File: src/rtl/uart_rx_fifo.sv
// rtl/uart_rx_fifo.sv - receive-side byte FIFO between the UART receiver and the bus
//
// This FIFO takes every byte the UART receiver offers in the same cycle, so the
// receiver is free for its next frame at once. The bus reads the bytes back
// through a show-ahead head port.
//
// Ports:
//   clk, resetn   clock; synchronous active-low reset
//   rx_valid      receiver has a byte on rx_data, held until rx_read
//   rx_data       received byte
//   rx_read       combinational consume strobe back to the receiver
//   rd_en         bus pop request (ignored while empty)
//   rd_data       head-of-FIFO byte, 0 while empty
//   rd_valid      FIFO not empty
//   level         entry count, 0..DEPTH
//   overflow      sticky: a received byte was discarded
//   clr_overflow  clears overflow (a simultaneous drop wins)
//   flush         synchronous empty; also holds off the receiver
//   rx_hold       registered almost-full (level >= AFULL_LEVEL)

module uart_rx_fifo #(
  parameter int DEPTH       = 8,
  parameter int DATA_BITS   = 8,
  parameter int AFULL_LEVEL = DEPTH - 2
) (
  input  logic                   clk,
  input  logic                   resetn,
  input  logic                   rx_valid,
  input  logic [DATA_BITS-1:0]   rx_data,
  output logic                   rx_read,
  input  logic                   rd_en,
  output logic [DATA_BITS-1:0]   rd_data,
  output logic                   rd_valid,
  output logic [$clog2(DEPTH):0] level,
  output logic                   overflow,
  input  logic                   clr_overflow,
  input  logic                   flush,
  output logic                   rx_hold
);

  localparam int AW = $clog2(DEPTH);
  localparam int LW = AW + 1;
  localparam logic [LW-1:0] DEPTH_L = LW'(DEPTH);
  localparam logic [LW-1:0] AFULL_L = LW'(AFULL_LEVEL);

  logic [DATA_BITS-1:0] mem_q [DEPTH];

  logic [AW-1:0] wr_ptr_q, wr_ptr_d;
  logic [AW-1:0] rd_ptr_q, rd_ptr_d;
  logic [LW-1:0] level_q, level_d;
  logic          overflow_q, overflow_d;
  logic          rx_hold_q, rx_hold_d;

  logic push, pop, drop;

  assign rd_valid = (level_q != '0);
  assign rd_data  = rd_valid ? mem_q[rd_ptr_q] : '0;
  assign level    = level_q;
  assign overflow = overflow_q;
  assign rx_hold  = rx_hold_q;

  always_comb begin
    // The receiver is never stalled by fill level, only by flush. rd_en does
    // not reach rx_read.
    rx_read = rx_valid & ~flush;
    pop     = rd_en & rd_valid & ~flush;
    // When the FIFO is full, a pop in the same cycle frees the slot for this byte.
    push    = rx_read & ((level_q != DEPTH_L) | pop);
    drop    = rx_read & ~push;

    wr_ptr_d = wr_ptr_q;
    rd_ptr_d = rd_ptr_q;
    level_d  = level_q;

    if (flush) begin
      wr_ptr_d = '0;
      rd_ptr_d = '0;
      level_d  = '0;
    end else begin
      if (push) wr_ptr_d = wr_ptr_q + AW'(1);
      if (pop)  rd_ptr_d = rd_ptr_q + AW'(1);
      case ({push, pop})
        2'b10:   level_d = level_q + LW'(1);
        2'b01:   level_d = level_q - LW'(1);
        default: level_d = level_q;
      endcase
    end

    // A drop in the same cycle as clr_overflow keeps the flag set.
    if (drop)              overflow_d = 1'b1;
    else if (clr_overflow) overflow_d = 1'b0;
    else                   overflow_d = overflow_q;

    // rx_hold is computed from next level so it moves on the same edge as level.
    rx_hold_d = (level_d >= AFULL_L);
  end

  always_ff @(posedge clk) begin
    if (!resetn) begin
      wr_ptr_q   <= '0;
      rd_ptr_q   <= '0;
      level_q    <= '0;
      overflow_q <= 1'b0;
      rx_hold_q  <= 1'b0;
    end else begin
      wr_ptr_q   <= wr_ptr_d;
      rd_ptr_q   <= rd_ptr_d;
      level_q    <= level_d;
      overflow_q <= overflow_d;
      rx_hold_q  <= rx_hold_d;
    end
  end

  // The storage array is not reset.
  always_ff @(posedge clk) begin
    if (resetn && push) mem_q[wr_ptr_q] <= rx_data;
  end

endmodule

File: config.mk
export PLATFORM = sky130hd
export DESIGN_NAME = uart_rx_fifo
export DESIGN_NICKNAME = d
export VERILOG_FILES = /design/src/rtl/uart_rx_fifo.sv
export SDC_FILE = /design/constraint.sdc
export NUM_CORES = 1
export LEC_CHECK = 0
export CAP_MARGIN = 20
export CORE_ASPECT_RATIO = 0.7
export CORE_MARGIN = 5
export CORE_UTILIZATION = 60
export DETAILED_ROUTE_END_ITERATION = 7
export DONT_BUFFER_PORTS = 1
export PLACE_DENSITY = 0.86
export SLEW_MARGIN = 10
export SYNTH_ARGS = -nofsm -noshare
export SYNTH_HDL_FRONTEND = slang
export SYNTH_SLANG_ARGS = --single-unit
export TNS_END_PERCENT = 10
File: constraint.sdc
create_clock -name clk -period 2.8 [get_ports clk]
set_input_delay 0.28 -clock clk [delete_from_list [all_inputs] [get_ports clk]]
set_output_delay 0.28 -clock clk [all_outputs]
set_load 0.05 [all_outputs]
# Yosys cells after proc, flatten, opt, wreduce, memory -nomap -nowiden
# Memory sizes are Yosys's and may differ from the RTL's. A register that Yosys moved wholly into a read port is not among the register bits.
# Index checks and enable logic that the tools add are counted.
[op_classes] mux=9 n_bitwise=9 n_addsub=4 magnitude_cmp=1 n_eq_ne=3 reduce_logical=4
[op_table] operator="8-bit 2-to-1 mux" count=1
[op_table] operator="4-bit one-hot mux with 2 select lines" count=1
[op_table] operator="3-bit by 1-bit adder with 3-bit output, second input constant" count=2
[op_table] operator="3-bit 2-to-1 mux" count=2
[op_table] operator="1-bit AND" count=5
[op_table] operator="4-bit by 1-bit adder with 4-bit output, second input constant" count=1
[op_table] operator="4-bit by 3-bit >= comparator with 1-bit output, second input constant" count=1
[op_table] operator="1-bit 2-to-1 mux" count=4
[op_table] operator="4-bit 2-to-1 mux" count=1
[op_table] operator="4-bit != test, second input constant" count=1
[op_table] operator="4-bit nonzero test" count=1
[op_table] operator="4-bit by 1-bit subtractor with 4-bit output, second input constant" count=1
[op_table] operator="1-bit inverter" count=3
[op_table] operator="2-bit by 1-bit equality test with 1-bit output, second input constant" count=1
[op_table] operator="2-bit equality test, second input constant" count=1
[op_table] operator="2-bit nonzero test" count=1
[op_table] operator="2-bit OR reduction" count=1
[op_table] operator="1-bit logical AND" count=1
[op_table] operator="1-bit OR" count=1
[totals] inputBits=14 wordCells=36 output_inout_bits=16 ramBits=64 ff_bits=12 mem_count=1
[mem_list] name="mem_q" depth=8 word_bits=8 rd=1 rd_ports_with_merged_regs=1 write_ports=1 line_no="46" text="logic [DATA_BITS-1:0] mem_q [DEPTH];"

# Logic depth before layout (Yosys ltp)
# Gate-level depths: netlist of run 1.
[logic_depth] depth_word=9 mapped_depth=10 mapped_depth_nobuf=10

# Worst setup path before layout of run 1
# OpenSTA, ideal clock, no wires.
[synth_path] path_type="register to register" startpoint="reg level_q[1] (netlist: level[1])" endpoint="reg rx_hold_q (netlist: rx_hold)" required_time_ns=2.732 period_less_slack_ns=3.069 t_arrival_ns=3.001 setup_time_ns=0.068 setup_slack_ns=-0.269 stages_incl_launch_ff=11 cell_sequence="dfxtp_1 > nor4_4 > inv_1 > nand2_1 > nor3_1 > ha_1 > a21oi_1 > a211oi_1 > a311o_1 > a31oi_1 > o21bai_2"
[synth_between] elab_chain_cells=9
[synth_rtl] item="start, declared" line_no="50" text="logic [LW-1:0] level_q, level_d;"
[synth_rtl] item="start signal, assigned" line_no="108" text="level_q <= level_d;"
[synth_rtl] item="4-bit nonzero test (*)" line_no="56" text="assign rd_valid = (level_q != '0);"
[synth_rtl] item="named net rd_valid" line_no="33" text="output logic rd_valid,"
[synth_rtl] item="1-bit AND (*) (2 in series)" line_no="66" text="pop = rd_en & rd_valid & ~flush;"
[synth_rtl] item="1-bit OR" line_no="68" text="push = rx_read & ((level_q != DEPTH_L) | pop);"
[synth_rtl] item="1-bit AND" line_no="68"
[synth_rtl] item="2-bit by 1-bit equality test with 1-bit output or 2-bit equality test (tied branches)" line_no="82" text="case ({push, pop})"
[synth_rtl] item="4-bit one-hot mux with 2 select lines (*)" line_no="82"
[synth_rtl] item="4-bit 2-to-1 mux (*)" line_no="75" text="if (flush) begin"
[synth_rtl] item="4-bit by 3-bit >= comparator with 1-bit output (*)" line_no="95" text="rx_hold_d = (level_d >= AFULL_L);"
[synth_rtl] item="end signal, assigned" line_no="110" text="rx_hold_q <= rx_hold_d;"
[synth_rtl] item="end, declared" line_no="52" text="logic rx_hold_q, rx_hold_d;"
# The timed path passes the listed nets; every way through them passes the cells marked *.
# A chain may end at the register's enable or synchronous reset.

# Worst setup path after layout of run 1
[layout_path] startpoint="reg level_q[3] (netlist: level[3])" endpoint="reg rx_hold_q (netlist: rx_hold)"
[layout_between] elab_chain_cells=9
[layout_rtl] item="4-bit nonzero test" line_no="56"
[layout_rtl] item="1-bit AND (2 in series)" line_no="66"
[layout_rtl] item="1-bit OR" line_no="68"
[layout_rtl] item="1-bit AND" line_no="68"
[layout_rtl] item="2-bit by 1-bit equality test with 1-bit output or 2-bit equality test (tied branches)" line_no="82"
[layout_rtl] item="4-bit one-hot mux with 2 select lines (*)" line_no="82"
[layout_rtl] item="4-bit 2-to-1 mux (*)" line_no="75"
[layout_rtl] item="4-bit by 3-bit >= comparator with 1-bit output (*)" line_no="95"
# Every way passes the cells marked *; elsewhere a longest branch is shown, timed or not.

==> results of run 1 <==
==> sequential cells by signal (all words and copies together) (netlist names), named ones only <==
name      count
level         4
mem_q        64
overflow      1
rd_ptr_q      3
rx_hold       1
wr_ptr_q      3
==> repair_timing <==
action | in CTS | in global routing
resized for setup | 0 | 1
hold buffers | 0 | 10
endpoints found under the setup margin | 0 | 1
endpoints found under the hold margin | 0 | 56
==> area by class of cell <==
cell class              count  share of cell area (%)
clock buffers              10                   3.330
multi-input cells         103                   25.56
well taps                  72                   2.351
repair buffers             33                   7.117
flip-flops and latches     79                   58.11
inverters                   5                  0.4897
clock inverters             6                   3.036
==> metal layers <==
metal | vias to the layer above | track usage [%] | routed length [um]
li1 | 830 | - | -
met1 | 912 | 22.90 | 2497
met2 | 97 | 32.58 | 3098
met3 | 24 | 8.171 | 540
met4 | 0 | 5.223 | 133
met5 | - | 0 | 0
==> metrics by stage <==
stage / area [sq um] / cells / setup WS, ns / total power [mW] / hold WS (ns)
after CTS: 3727 / 298 / 0.1238 / 2.362 / 0.006191
after detailed placement: 3483 / 282 / 0.1565 / 1.375 / 0.3792
after floorplan: 3253 / 195 / 0.1423 / 1.359 / 0.3789
after global placement: 3483 / 282 / 0.3888 / 1.373 / 0.3792
final: 3832 / 308 / 0.1696 / 2.367 / 0.02774
after global routing: 3832 / 308 / 0.07119 / 2.449 / 0.001417
==> worst reg2reg max path: stages, from the launching register on <==
cell      delay (ns)
dfxtp_2         0.58
nor4_4          0.09
inv_2           0.07
nand2_1         0.11
nor3_2          0.25
ha_1            0.33
a21oi_1         0.20
a211oi_1        0.13
a311o_1         0.37
a31oi_1         0.28
o21bai_2        0.17
==> cell usage in the layout (no fill, tap or decap), drive strengths merged <==
cell         count
nor3             6
ha               4
mux4            16
dlygate4sd3     10
nand3b           1
nor2            18
clkinv           2
edfxtp          64
o31ai            1
mux2             1
and4b            1
clkbuf          10
a211oi           2
a31oi            2
a21oi            4
nor4             1
bufinv           3
mux2i           11
a311o            1
nand3            5
buf             23
nand2            8
or3              1
o21bai           1
and2             2
nor4b            2
inv              6
xnor2            2
dfxtp           15
o22ai            1
xor2             4
nand2b           4
fa               1
o21ai            3
==> power groups by stage <==
stage	registers [mW]	clock network, mW	logic (mW)
5_1_grt	1.28	1.07	0.100
2_1_floorplan	1.31	0	0.0534
3_3_place_gp	1.30	0	0.0700
6_report	1.28	0.996	0.0938
4_1_cts	1.28	1.01	0.0729
3_5_place_dp	1.30	0	0.0720
==> worst max-delay path by stage <==
stage	start	slack, ns	to	cells after the start
after floorplan	level[1]	0.14	rx_hold	10
after global placement	level[3]	0.39	rx_hold	10
after detailed placement	level[3]	0.16	rx_hold	10
after CTS	level[3]	0.12	rx_hold	10
after global routing	level[3]	0.07	rx_hold	10
final	level[3]	0.17	rx_hold	10
==> cell families (layout without fill, tap and decap cells) <==
group,Yosys count,count (layout)
xor+xnor,6,6
simple gates,49,49
mux,28,28
fa+ha+maj,5,5
buf+inv,13,54
flops,79,79
compound gates,15,15
==> flow_summary.toml, run 1 <==
[yosys]
synth-xor-area-share_pct = 1.618
syn_nets = 214
yosys_warnings = 0
ys_top_cells_by_area = "edfxtp_1, mux4_2, dfxtp_1"
ys_ff_latch = 79
yosys.area_share.simple_pct = 7.935
muxShareOfSynthArea_pct = 14.83
yosysSeqAreaShare_pct = 68.41
async_flop_share_pct = 0
synthCells = 195
ys.flop_type = "edfxtp_1"
synth_most_common_cell = "edfxtp_1"
syn_area_per_cell_sq_um = 16.66
yosysTopAreaCell = "edfxtp_1"
post-synth-top-area-fraction_pct = 59.17
synth_edf_count = 64
synth-compound-area-share_pct = 3.467
synth_common_cells = "edfxtp_1, nor2_1, mux4_2"
synth_cell_types = 36
synth_top_family_by_area = "multiplexers"
syn_area_sq_mm = 0.003248
synth_fa_ha_area_share_pct = 2.157

[route]
drt-total-wl_mm = 6.269
drt-initial-drc-count = 143
vias = 1863
avgViaCountPerCell = 6.049
drt_first_pass_iters = 4
wire_per_inst_um = 20.35
drc = 0
postRouteAntennaNets = 0

[global_routing]
antenna_found_initial = 0
globalRouteOverflowTotal = 0
grt_usage_pct = 19.23
grt_pass1_wl_mm = 9.818
first_global_vias = 1882
grt_max_degree = 17

[power]
clkPwrFrac_pct = 42.1
swShare_pct = 19.52
p_seq_share_pct = 53.9
switching_power_uw = 461.9
leakage_nw = 1.290
power.share.combinational_pct = 4.0
p_per_area_mw_per_mm2 = 617.5
irDropWorstVdd_uv = 346.6
p_int_mw = 1.905

[final_layout]
diodes = 0
syn_to_final_growth_pct = 17.99
nFillCells = 295
multi_input_area_sq_um = 979.7
drive_above_1_share_pct = 27.97
regArea_sq_mm = 0.002227
utilization_pct = 72.89
layout.nets = 250

[hold_path]
min_path_type = "in2reg"
hold_path_depth = 0
holdPathEnd = "mem_q[7][7]"
min_from = "rx_data[7]"

[worst_setup_path]
worstRegToRegCells = 10
worstPathBufferInverterCount = 1
reg2reg_to = "rx_hold"
cp-start-kind = "flip-flop"
cp_max_fo = 6
rrSetupSlack_ns = 0.17
critPathMaxStageDelay_ns = 0.58
arrival_ns = 2.92
worst_setup_path_end_kind = "flip-flop"
crit_family = "compound AO/OA/AOI/OAI gates"
critPathKind = "reg2reg"
crit_chain = "nor4_4, inv_2, nand2_1, nor3_2, ha_1, a21oi_1, a211oi_1, a311o_1, a31oi_1, o21bai_2"
critPathRequiredTime_ns = 3.09
reg2reg_from = "level[3]"
crit_slowest_cell = "dfxtp_2"

[clock_network]
cts_setup_buffers = 0
cts_tree = "yes"
cts_buffers = 9
clkSinkCount = 79
clk_pin_slew_worst_paths_ns = 0.08
root_buffer = "clkbuf_8"
htreeDepth = 3
cts_buffer_depth = 2
clk_latency_ns = 0.35

[timing]
slew_headroom_pct = 48.64
clock_skew_ns = 0.01155
hold_violations = 0
tns_ns = 0
finalCriticalPeriod_ns = 2.630
finalSetupViolations = 0
rsz0062_at_grt = "no"
drv_slew = 0
worst_slew_pin_slew_ns = 0.7693
fin_crit_sh_pct = 93.94
fmax_mhz = 380.2

[floorplanning]
rows = 22
fp.dieArea_sq_mm = 0.007009
io_pins = 30
core_area_sq_mm = 0.005258
die_h_um = 71.56
die_w_um = 97.94
initial_core_util_pct = 61.78

[placed_design]
port_buffers = 0
dpl.hpwl_mm = 4.001
place.gp.congestion = 0.7999

[outcome]
outcome = "finished clean"

[flow_run]
max_cap_viol_count = 0
(Power assumes the default switching activity.)
==> inputs of run 2 (changes only) <==
Settings changed: GPL_TIMING_DRIVEN set to 0.
==> run 2 against run 1 <==
Sequential cell count is the same. Count of clock-buffer cells in the layout is the same. Global-route usage increased by 0.27 points. Design area shrank 1.0%. First-iteration DRC count is 13% lower. Largest power group unchanged.
==> flow_summary.toml, run 2 (synthesis results as in run 1) <==
[placed_design]
dpl.hpwl_mm = 4.042
port_buffers = 0
place.gp.congestion = 0.7967

[route]
wire_per_inst_um = 20.86
drt-total-wl_mm = 6.196
avgViaCountPerCell = 5.993
drt-initial-drc-count = 124
postRouteAntennaNets = 0
vias = 1780
drt_first_pass_iters = 4
drc = 0

[clock_network]
htreeDepth = 3
cts_tree = "yes"
cts_buffers = 9
root_buffer = "clkbuf_8"
clkSinkCount = 79
clk_latency_ns = 0.35
cts_buffer_depth = 2
clk_pin_slew_worst_paths_ns = 0.08

[final_layout]
syn_to_final_growth_pct = 16.80
nFillCells = 333
drive_above_1_share_pct = 30.22
diodes = 0
largest_register_ffs = 64
final_common_cell = "edfxtp_1"
top_register = "mem_q"
layout_common_cells = "edfxtp_1, mux4_2, mux2i_1, dfxtp_1, nor2_1"
layout.nets = 239

[power]
irDropWorstVdd_uv = 391.7
leakage_nw = 1.224
total_power_mw = 2.350
p_per_area_mw_per_mm2 = 619.5

[worst_setup_path]
arrival_ns = 2.93
rrSetupSlack_ns = 0.15
cp-start-kind = "flip-flop"
critPathRequiredTime_ns = 3.08
cp_max_fo = 8
critPathKind = "reg2reg"
worst_setup_path_end_kind = "flip-flop"

[timing]
finalCriticalPeriod_ns = 2.645
clock_skew_ns = 0.01426
fmax_mhz = 378.1
slew_headroom_pct = 43.72
hold_violations = 0
worst_slew_pin_slew_ns = 0.8397
fin_crit_sh_pct = 94.47
finalSetupViolations = 0
hold_slack_ns = 0.02933
drv_slew = 0

[floorplanning]
die_w_um = 97.94
rows = 22
die_h_um = 71.56
initial_core_util_pct = 61.78
io_pins = 30
core_area_sq_mm = 0.005258
fp.dieArea_sq_mm = 0.007009

[global_routing]
grt_usage_pct = 19.49
grt_pass1_wl_mm = 9.956
grt_max_degree = 14
first_global_vias = 1807
globalRouteOverflowTotal = 0
antenna_found_initial = 0

[hold_path]
min_path_type = "in2reg"

[flow_run]
max_cap_viol_count = 0

[outcome]
outcome = "finished clean"
## run 2: cell types whose count changed in the layout (fill, tap and decap cells not counted), sizes merged
cell	delta
inv	-2
clkbuf	+4
dlygate4sd3	-2
buf	-13
clkinv	+1
bufinv	+1
## run 2: final cells by class
class | count | area, sq um | area share (%)
Buffer | 8 | 33.78 | 0.8905
Clock buffer | 10 | 127.6 | 3.364
Sequential cell | 79 | 2237 | 58.97
Tap cell | 72 | 90.09 | 2.375
Multi-Input combinational cell | 103 | 1039 | 27.37
Inverter | 5 | 32.53 | 0.8575
Clock inverter | 6 | 108.9 | 2.869
Timing Repair Buffer | 14 | 125.1 | 3.298
## run 2: per-stage QoR
| step | area (sq um) | instances | TNS (ns) | worst slack (ns) | utilization (%) |
|---|---|---|---|---|---|
| after CTS | 3664 | 287 | -0.03713 | -0.03713 | 69.68 |
| after detailed placement | 3393 | 270 | -0.7092 | -0.4117 | 64.54 |
| after floorplan | 3253 | 195 | 0 | 0.1423 | - |
| final | 3794 | 297 | 0 | 0.1549 | 72.16 |
| after global routing | 3794 | 297 | -0.02645 | -0.02645 | 72.16 |
| after global placement | 3343 | 267 | -9.652 | -0.6010 | 63.59 |
## run 2: power breakdown
part           switching (mW)  total (mW)  internal [mW]
combinational          0.0550      0.0872         0.0322
clock                   0.396       0.987          0.591
sequential            0.00707        1.28           1.27
## run 2: repair_timing
action	in CTS	in global routing
pin swaps	1	3
buffers inserted	1	2
endpoints found under the hold margin	0	29
gates cloned	0	0
gates resized for setup	10	9
endpoints found under the setup margin	10	2
hold buffers	0	8
## run 2: worst paths after layout
kind                    start     endpoint  cells after the start
setup / recovery     level[1]      rx_hold                     10
hold / removal     rx_data[4]  mem_q[1][4]                      0
setup reg to reg     level[1]      rx_hold                     10
hold reg to reg   rd_ptr_q[1]    flip-flop                      2
## run 2: worst max-delay path, stage by stage, from the launching register on
cell and delay [ns]:
dfxtp_4 0.43, nor4_4 0.37, bufinv_8 0.28, nand2_2 0.10, nor3_2 0.08, ha_1 0.36, nand3_2 0.11, and2_1 0.17
a311o_1 0.35, a31oi_1 0.20, o21bai_2 0.14
## run 2: routing by layer
metal / GRT usage, % / share of wire [%] / wire length (um) / vias up
met1: 26.09 / 44 / 2712 / 898
met3: 6.128 / 6.3 / 390 / 11
met4: 7.834 / 1.4 / 87 / 0
met2: 30.17 / 49 / 3006 / 61
met5: 0 / 0 / 0 / -
li1: - / - / - / 810
==> inputs of run 3 (changes only) <==
Settings changed: CORE_ASPECT_RATIO 0.7 to not set, CORE_UTILIZATION 60 to 62, PLACE_DENSITY 0.86 to 0.88, SLEW_MARGIN 10 to not set.
==> run 3 against run 2 <==
Via count grew 0.17%. Fmax grew 0.56%. Sequential power is essentially flat. Sequential share of layout area grew 2.4 points. Total power shrank 7.7%. Die area shrank 3.2%. Non-clock buffer count shrank 7. Wire length grew 2.7%. Setup slack gained 0.015 ns. Critical endpoint unchanged.
==> flow_summary.toml, run 3 (synthesis results as in run 1) <==
[route]
drc = 0
highest_layer = "met4"
vias = 1783
wire_per_inst_um = 22.10
dr_wl_met2_mm = 3.308
drt-total-wl_mm = 6.364
avgViaCountPerCell = 6.191
postRouteAntennaNets = 0
met3_length_um = 360
drt_first_pass_iters = 4
drt-initial-drc-count = 221
wl_met1_mm = 2.507

[final_layout]
regArea_sq_mm = 0.002237
nFillCells = 303
multi_input_area_sq_mm = 0.001027
layout_common_cells = "edfxtp_1, mux4_2, mux2i_1, dfxtp_1, nor2_1"
diodes = 0
utilization_pct = 71.39
largest_register_ffs = 64
syn_to_final_growth_pct = 12.25
top_register = "mem_q"
drive_above_1_share_pct = 29.82
layout.nets = 232
final_common_cell = "edfxtp_1"

[global_routing]
grt_max_degree = 15
grt_pass1_wl_mm = 9.791
globalRouteOverflowTotal = 0
grt_usage_pct = 21.25
first_global_vias = 1789
antenna_found_initial = 0

[worst_setup_path]
crit_slowest_cell = "dfxtp_4"
arrival_ns = 2.91
cp_max_fo = 8
critPathRequiredTime_ns = 3.08
crit_chain = "nor4_4, inv_4, nand2_2, nor3_4, ha_1, a21oi_1, a211oi_1, a311o_1, a31oi_2, o21bai_2"
critPathKind = "reg2reg"
rrSetupSlack_ns = 0.17
cp-start-kind = "flip-flop"
critPathMaxStageDelay_ns = 0.44
reg2reg_to = "rx_hold"
worstRegToRegCells = 10
worst_setup_path_end_kind = "flip-flop"
crit_path_start = "level[1]"
reg2reg_from = "level[1]"

[timing]
slew_headroom_pct = 39.94
drv_slew = 0
rsz0062_at_grt = "no"
worst_slew_pin_slew_ns = 0.8975
fmax_mhz = 380.2
hold_violations = 0
fin_crit_sh_pct = 93.94
clock_skew_ns = 0.009354
finalCriticalPeriod_ns = 2.630
setup_slack_ns = 0.1696
finalSetupViolations = 0

[floorplanning]
die_h_um = 82.38
initial_core_util_pct = 63.60
io_pins = 30
rows = 26
fp.dieArea_sq_mm = 0.006786
core_area_sq_mm = 0.005107
die_w_um = 82.38

[placed_design]
dpl.hpwl_mm = 4.131
place.gp.congestion = 0.8138
dp_slack_ns = -0.4132
port_buffers = 0

[outcome]
outcome = "finished clean"

[hold_path]
hold_path_depth = 0
min_path_type = "in2reg"
holdPathEnd = "mem_q[5][7]"
min_from = "rx_data[7]"

[power]
p_int_mw = 1.704
total_power_mw = 2.168
irDropWorstVdd_uv = 302.5
leakage_nw = 1.166
power.share.combinational_pct = 3.3
p_seq_share_pct = 58.9
switching_power_uw = 464.6
p_per_area_mw_per_mm2 = 594.7
swShare_pct = 21.43
clkPwrFrac_pct = 37.9

[clock_network]
clkSinkCount = 79
htreeDepth = 3
cts_buffer_depth = 2
cts_tree = "yes"
root_buffer = "clkbuf_8"
postCtsHoldBufs = 0
clk_pin_slew_worst_paths_ns = 0.08
cts_buffers = 9
clk_latency_ns = 0.34

[flow_run]
max_cap_viol_count = 0
-- run 3: what timing repair did --
item | 4_1_cts | 5_1_grt
setup endpoints to repair | 10 | 2
pin swaps | 1 | 1
buffers inserted | 1 | 0
resized for setup | 13 | 5
-- run 3: critical path: cells and delay by family (launching register included) --
| family | cells | cell delay (ns) |
|---|---|---|
| and+or+nand+nor | 3 | 0.64 |
| AOI/OAI and AO/OA | 5 | 1.00 |
| adders and majority gates | 1 | 0.32 |
| buffers and inverters | 1 | 0.16 |
| DFF | 1 | 0.44 |
-- run 3: through the flow --
stage / area, sq um / TNS, ns / hold WS [ns] / cells
after floorplan: 3253 / 0 / 0.3789 / 195
after global placement: 3341 / -9.544 / 0.3792 / 265
after detailed placement: 3388 / -0.6980 / 0.3792 / 271
after CTS: 3626 / 0 / 0.01559 / 288
after global routing: 3646 / 0 / 0.01425 / 288
final: 3646 / 0 / 0.02695 / 288
-- run 3: worst max-delay path by stage --
| stage | cells after the start | endpoint |
|---|---|---|
| after floorplan | 10 | rx_hold |
| after global placement | 4 | mem_q[4][2] |
| after detailed placement | 10 | rx_hold |
| after CTS | 10 | rx_hold |
| after global routing | 10 | rx_hold |
| final | 10 | rx_hold |
-- run 3: per-layer routing --
metal  GRT usage [%]  vias up
met3           3.579       15
met5               0        -
li1                -      796
met2           36.38       70
met4           10.30        0
met1           26.21      902
-- run 3: final cells by class --
| class | count | area share, % |
|---|---|---|
| inverter | 5 | 0.5834 |
| tap | 70 | 2.402 |
| clock inverter | 7 | 1.990 |
| timing repair buffer | 7 | 1.167 |
| clock buffer | 9 | 3.397 |
| multi-input combinational | 103 | 28.17 |
| sequential | 79 | 61.36 |
| buffer | 8 | 0.9266 |
-- run 3: power by group through the flow --
stage | combinational [mW] | sequential [mW] | clock, mW
after global routing | 0.0760 | 1.28 | 0.877
after floorplan | 0.0534 | 1.31 | 0
after detailed placement | 0.0650 | 1.31 | 0
after global placement | 0.0613 | 1.31 | 0
final | 0.0709 | 1.28 | 0.821
after CTS | 0.0698 | 1.28 | 0.831
==> edit 1 (flow settings as in run 1) <==
`DATA_BITS`: 8 -> 9.
--- a/src/rtl/uart_rx_fifo.sv
+++ b/src/rtl/uart_rx_fifo.sv
@@ -20,7 +20,7 @@
 
 module uart_rx_fifo #(
   parameter int DEPTH       = 8,
-  parameter int DATA_BITS   = 8,
+  parameter int DATA_BITS   = 9,
   parameter int AFULL_LEVEL = DEPTH - 2
 ) (
   input  logic                   clk,
Interface: changed (resized rd_data and rx_data); port bits go from 30 to 32. The function was not compared with the original's and may differ.
==> edit 1 against run 1 <==
Final cell count is 8.1% higher; power is 1.2% higher; critical path depth stayed put; design area is 9.7% higher; sequential share of layout area is 0.60 points higher; area after synthesis is 9.3% higher; synthesized cell count is 6.2% higher; hold slack better by 0.015 ns; sequential cell count is 8 higher; wire length is 6.0% higher; worst setup slack better by 0.13 ns; die area is 8.2% higher; fmax is 5.4% higher.
==> edit 1: results (changes against run 1) <==
Cells and area
  – Layout cells sized above 1: 28.3% (+0.33 points)
  – Max reg flops: 72 (+13%)
  – Multi-input gate area: 1050 um2 (+7.3%)
  – Final net count: 273 (+9.2%)
  – Fillcell total: 347 (+18%)
  – Final Non-Filler Cells: 333 (+8.1%)

Clock tree
  – Htree depth: 3 (unchanged)
  – Clock latency on the worst-skew pair: 0.36 ns
  – Max Root-Sink Buffers: 2 (unchanged)

Detailed routing
  – Initial drt markers: 139 (-2.8%)
  – WL final: 6640 um (+6.0%)
  – Vias after detailed routing: 1915 (+2.8%)

Placement
  – Placement Cell Area: 3810 um2 (+9.5%)
  – Dpl ws: 0.183 ns (+0.0260 ns)
  – Detailed Place HPWL: 4220 um (+5.6%)
  – Placed Cells: 299 (+6.0%)
  – GPL Wtd Cong: 0.743 (-7.2%)

Yosys
  – Number of flops mapped to enable cells by yosys: 72 (+13%)
  – Post-synthesis cell count: 207 (+6.2%)
  – Synth top cells by count: edfxtp_1, nor2_1, mux4_2, dfxtp_1, mux2i_1
  – Mapped Area: 3550 um2 (+9.3%)
  – Ys async rst share: 0% (unchanged)
  – Post-Synthesis Net Count: 227 (+6.1%)
  – Synth cell types: 38 (+5.6%)
  – Top cells by area, synth: edfxtp_1, mux4_2, dfxtp_1
  – Register area share after synthesis: 69.3% (+0.93 points)

Global routing
  – Global-route wire length before repair: 10500 um (+7.2%)
  – Largest net degree at the start of global routing: 19 (+2)
  – Overall routing resource usage: 19.8% (+0.55 points)

Status
  – Status: complete, no violations

Worst setup path
  – CP top delay family: compound AO/OA/AOI/OAI gates
  – Data arrival, critical path: 2.79 ns (-0.13 ns)
  – CP startpoint kind: flip-flop

Pwr
  – Lkg Pwr: 1.40 nW (+8.4%)
  – VDD IR max: 0.380 mV (+9.6%)

STA
  – Final hold violations: 0 (unchanged)
  – Rel. slew slack: 58.9% (+10 points)
  – Final Skew: 0.00647 ns (-0.00508 ns)

Min path
  – Hold_sp: resetn
==> edit 1: cell count changes in the layout (fill, tap and decap cells not counted), sizes merged <==
cell         before  now
dlygate4sd3      10   18
mux4             16   18
edfxtp           64   72
bufinv            3    1
inv               6    8
nor2             18   19
clkinv            2    1
clkinvlp          0    2
mux2i            11   12
clkbuf           10    9
buf              23   25
==> edit 1: power breakdown <==
part	internal, mW	switching (mW)	leakage, nW
logic	0.0436	0.0643	0.531
clock network	0.423	0.457	0.0968
registers	1.40	0.00449	0.772
total	1.87	0.525	1.40
==> edit 1: worst paths after layout <==
path,endpoint,slack [ns],depth (start not counted)
max,rx_hold,0.30,10
min,overflow,0.04,1
max reg2reg,rx_hold,0.30,10
min reg2reg,flip-flop,0.50,2
==> edit 1: cell families after synthesis <==
kind of cell / Yosys count / synth area share, %
buffers and inverters: 13 / 1.55
flip-flops: 87 / 69.3
AO/OA/AOI/OAI: 15 / 3.17
multiplexers: 31 / 15.1
adder cells (fa/ha/maj): 5 / 1.97
XOR/XNOR: 6 / 1.48
AND/OR/NAND/NOR: 50 / 7.36
==> edit 1: metal layers <==
metal	wire [um]	global-route usage [%]	vias to the layer above
met5	0	0	-
met4	75	6.26	0
met3	496	7.22	9
met2	3290	30.8	68
met1	2780	26.5	939
li1	-	-	899
==> edit 1: cell type report <==
cell class                 count  area share, %
inverter                       5          0.447
clock inverter                 7           1.91
tap                           75           2.23
sequential                    87           58.7
clock buffer                   9           2.95
timing repair buffer          43           8.75
multi-input combinational    107           25.0
==> edit 1: what timing repair did <==
item,4_1_cts,5_1_grt
hold buffers,10,8
endpoints found under the setup margin,0,1
setup buffers,0,0
gates resized for setup,0,1
endpoints found under the hold margin,38,33
==> edit 2 (flow settings as in run 1) <==
Without the edit above. Make the reset (`resetn`) asynchronous in one clocked block. Comments in the files are not updated.
--- a/src/rtl/uart_rx_fifo.sv
+++ b/src/rtl/uart_rx_fifo.sv
@@ -95,7 +95,7 @@
     rx_hold_d = (level_d >= AFULL_L);
   end
 
-  always_ff @(posedge clk) begin
+  always_ff @(posedge clk or negedge resetn) begin
     if (!resetn) begin
       wr_ptr_q   <= '0;
       rd_ptr_q   <= '0;
Function: differs if resetn is asserted again (counterexample within 4 cycles, from zero or initial values and one cycle with resetn low); with resetn held inactive, the same outputs for 4 cycles.
==> edit 2 against run 1 <==
Die area is the same; highest routed layer unchanged; area after synthesis did not move; synthesized cell count is 4.6% lower; design area decreased by 1.9%; critical endpoint is now rx_hold; wire length grew 4.7%; sequential cell count is 3 lower; largest cell class unchanged; worst setup slack lost 0.012 ns.
Power is not compared: it rests on default switching activity, and its combinational part moved more than twofold at a synthesized area within 25%.
==> edit 2: results (changes against run 1) <==
Status
  – Status: complete, no violations

Yosys
  – Number of flops mapped to enable cells by yosys: 64 (unchanged)
  – Post-synthesis cell count: 186 (-4.6%)
  – Ys async rst share: 15.8% (+16 points)
  – Synth cell types: 37 (+2.8%)
  – Post-synthesis compound-gate area fraction: 2.81% (-0.65 points)
  – Yosys Warn Count: 0 (unchanged)
  – Synth Area in XOR/XNOR: 1.62% (unchanged)
  – Synth Area in Adders: 2.16% (unchanged)
  – Register area share after synthesis: 68.4% (unchanged)
  – Post-Synthesis Net Count: 205 (-4.2%)
  – Mux cell area share after synthesis: 15.1% (+0.31 points)
  – Synth top cells by count: edfxtp_1, nor2_1, mux4_2, dfrtp_1, mux2i_1
  – Top cells by area, synth: edfxtp_1, mux4_2, dfrtp_1

Clock tree
  – Htree depth: 3 (unchanged)
  – CTS Root Cell: clkbuf_8
  – Max Root-Sink Buffers: 2 (unchanged)
  – Clock-pin slew on the worst setup and hold paths: 0.07 ns
  – Clock latency on the worst-skew pair: 0.34 ns

Detailed routing
  – First-pass iteration count of the detailed router: 4 (unchanged)
  – Vias after detailed routing: 1804 (-3.2%)
  – Initial drt markers: 93 (-35%)
  – WL final: 6560 um (+4.7%)
  – Via density: 5.97 (-1.2%)

Worst setup path
  – CP top delay family: compound AO/OA/AOI/OAI gates
  – Data arrival, critical path: 2.86 ns (-0.06 ns)
  – CP max-delay cell: o41ai_4
  – Crit path largest cell delay: 0.44 ns (-0.14 ns)
  – Worst-path maximum fanout: 4 (-2)

STA
  – Final Skew: 0.00794 ns (-0.00361 ns)
  – Rel. slew slack: 33.7% (-15 points)

Placement
  – GPL Wtd Cong: 0.780 (-2.5%)
  – Placed Cells: 275 (-2.5%)
  – Buffers on Ports: 0 (unchanged)
  – Placement Cell Area: 3480 um2 (unchanged)
  – Detailed Place HPWL: 4300 um (+7.4%)
  – Dpl ws: 0.0784 ns (-0.0781 ns)

Cells and area
  – Fillcell total: 350 (+19%)
  – Diodes inserted: 0 (unchanged)
  – Max reg flops: 64 (unchanged)
  – Final net count: 244 (-2.4%)
  – Layout cells sized above 1: 27.8% (-0.14 points)
  – Reg with most FFs: mem_q

Min path
  – Worst hold path class: input pin to flip-flop

Global routing
  – GR Overflow Total: 0 (unchanged)
  – Largest net degree at the start of global routing: 19 (+2)
  – Global-route wire length before repair: 10700 um (+8.5%)
  – Initial antenna violation count: 0 (unchanged)
  – Number of global-route vias before repair: 1978 (+5.1%)
  – Overall routing resource usage: 20.8% (+1.6 points)

Pwr
  – Lkg Pwr: 1.34 nW
  – VDD IR max: 0.402 mV

Job
  – MaxCap Viol Count: 0 (unchanged)
edit 2: cell types whose count changed in the layout (fill, tap and decap cells not counted), sizes merged, moves of 3 or more:
cell,change
bufinv,-3
dfxtp,-15
clkinv,+4
inv,-3
a21oi,-3
dfrtp,+12
edit 2: path summary, 6_finish.rpt:
path | start | endpoint | slack, ns | cells past startpoint
worst max-delay path | level[0] | rx_hold | 0.16 | 8
worst max register to register | level[0] | rx_hold | 0.16 | 8
worst min register to register | wr_ptr_q[2] | wr_ptr_q[2] | 0.65 | 2
max in group asynchronous | resetn | level[3] | 1.95 | 1
worst min-delay path | flush | level[3] | 0.03 | 1
min in group asynchronous | resetn | level[2] | 0.40 | 1
edit 2: cell type report:
cell class | count | area (um2) | share of cell area (%)
multi-input combinational | 100 | 978 | 26.0
clock buffer | 10 | 128 | 3.39
sequential | 76 | 2220 | 59.1
timing repair buffer | 35 | 288 | 7.65
inverter | 3 | 11.3 | 0.300
tap | 72 | 90.1 | 2.40
clock inverter | 6 | 41.3 | 1.10
edit 2: cell families (layout without fill, tap and decap cells):
kind of cell | after synthesis | after routing
flops | 76 | 76
simple gates | 51 | 51
mux | 29 | 29
buf+inv | 10 | 54
compound gates | 9 | 9
xor+xnor | 6 | 6
fa+ha+maj | 5 | 5
edit 2: layer usage:
layer	share of wire (%)	routed length, um	GRT usage (%)	vias to the layer above
met1	38	2510	26.0	905
met5	0	0	0	-
met4	2.2	142	6.61	0
met3	8.9	587	7.88	14
li1	-	-	-	810
met2	51	3320	34.2	75
edit 2: what timing repair did:
| item | in CTS | in global routing |
|---|---|---|
| hold endpoints to repair | 20 | 27 |
| resized for setup | 0 | 1 |
| hold buffers | 2 | 8 |
| setup buffers | 0 | 1 |
| setup endpoints to repair | 0 | 1 |
edit 2: stage by stage:
stage	setup TNS [ns]	power, mW	hold WS (ns)
finish	0	2.68	0.0256
global route	-0.00299	2.82	0.000204
CTS	0	2.69	0.00435
detailed placement	0	1.98	-0.0153
global placement	0	1.96	-0.0152
floorplan	0	1.80	-0.0156
edit 2: report_power, final:
group	switching, mW	internal [mW]
clock	0.376	0.321
combinational	0.421	0.270
sequential	0.0363	1.26
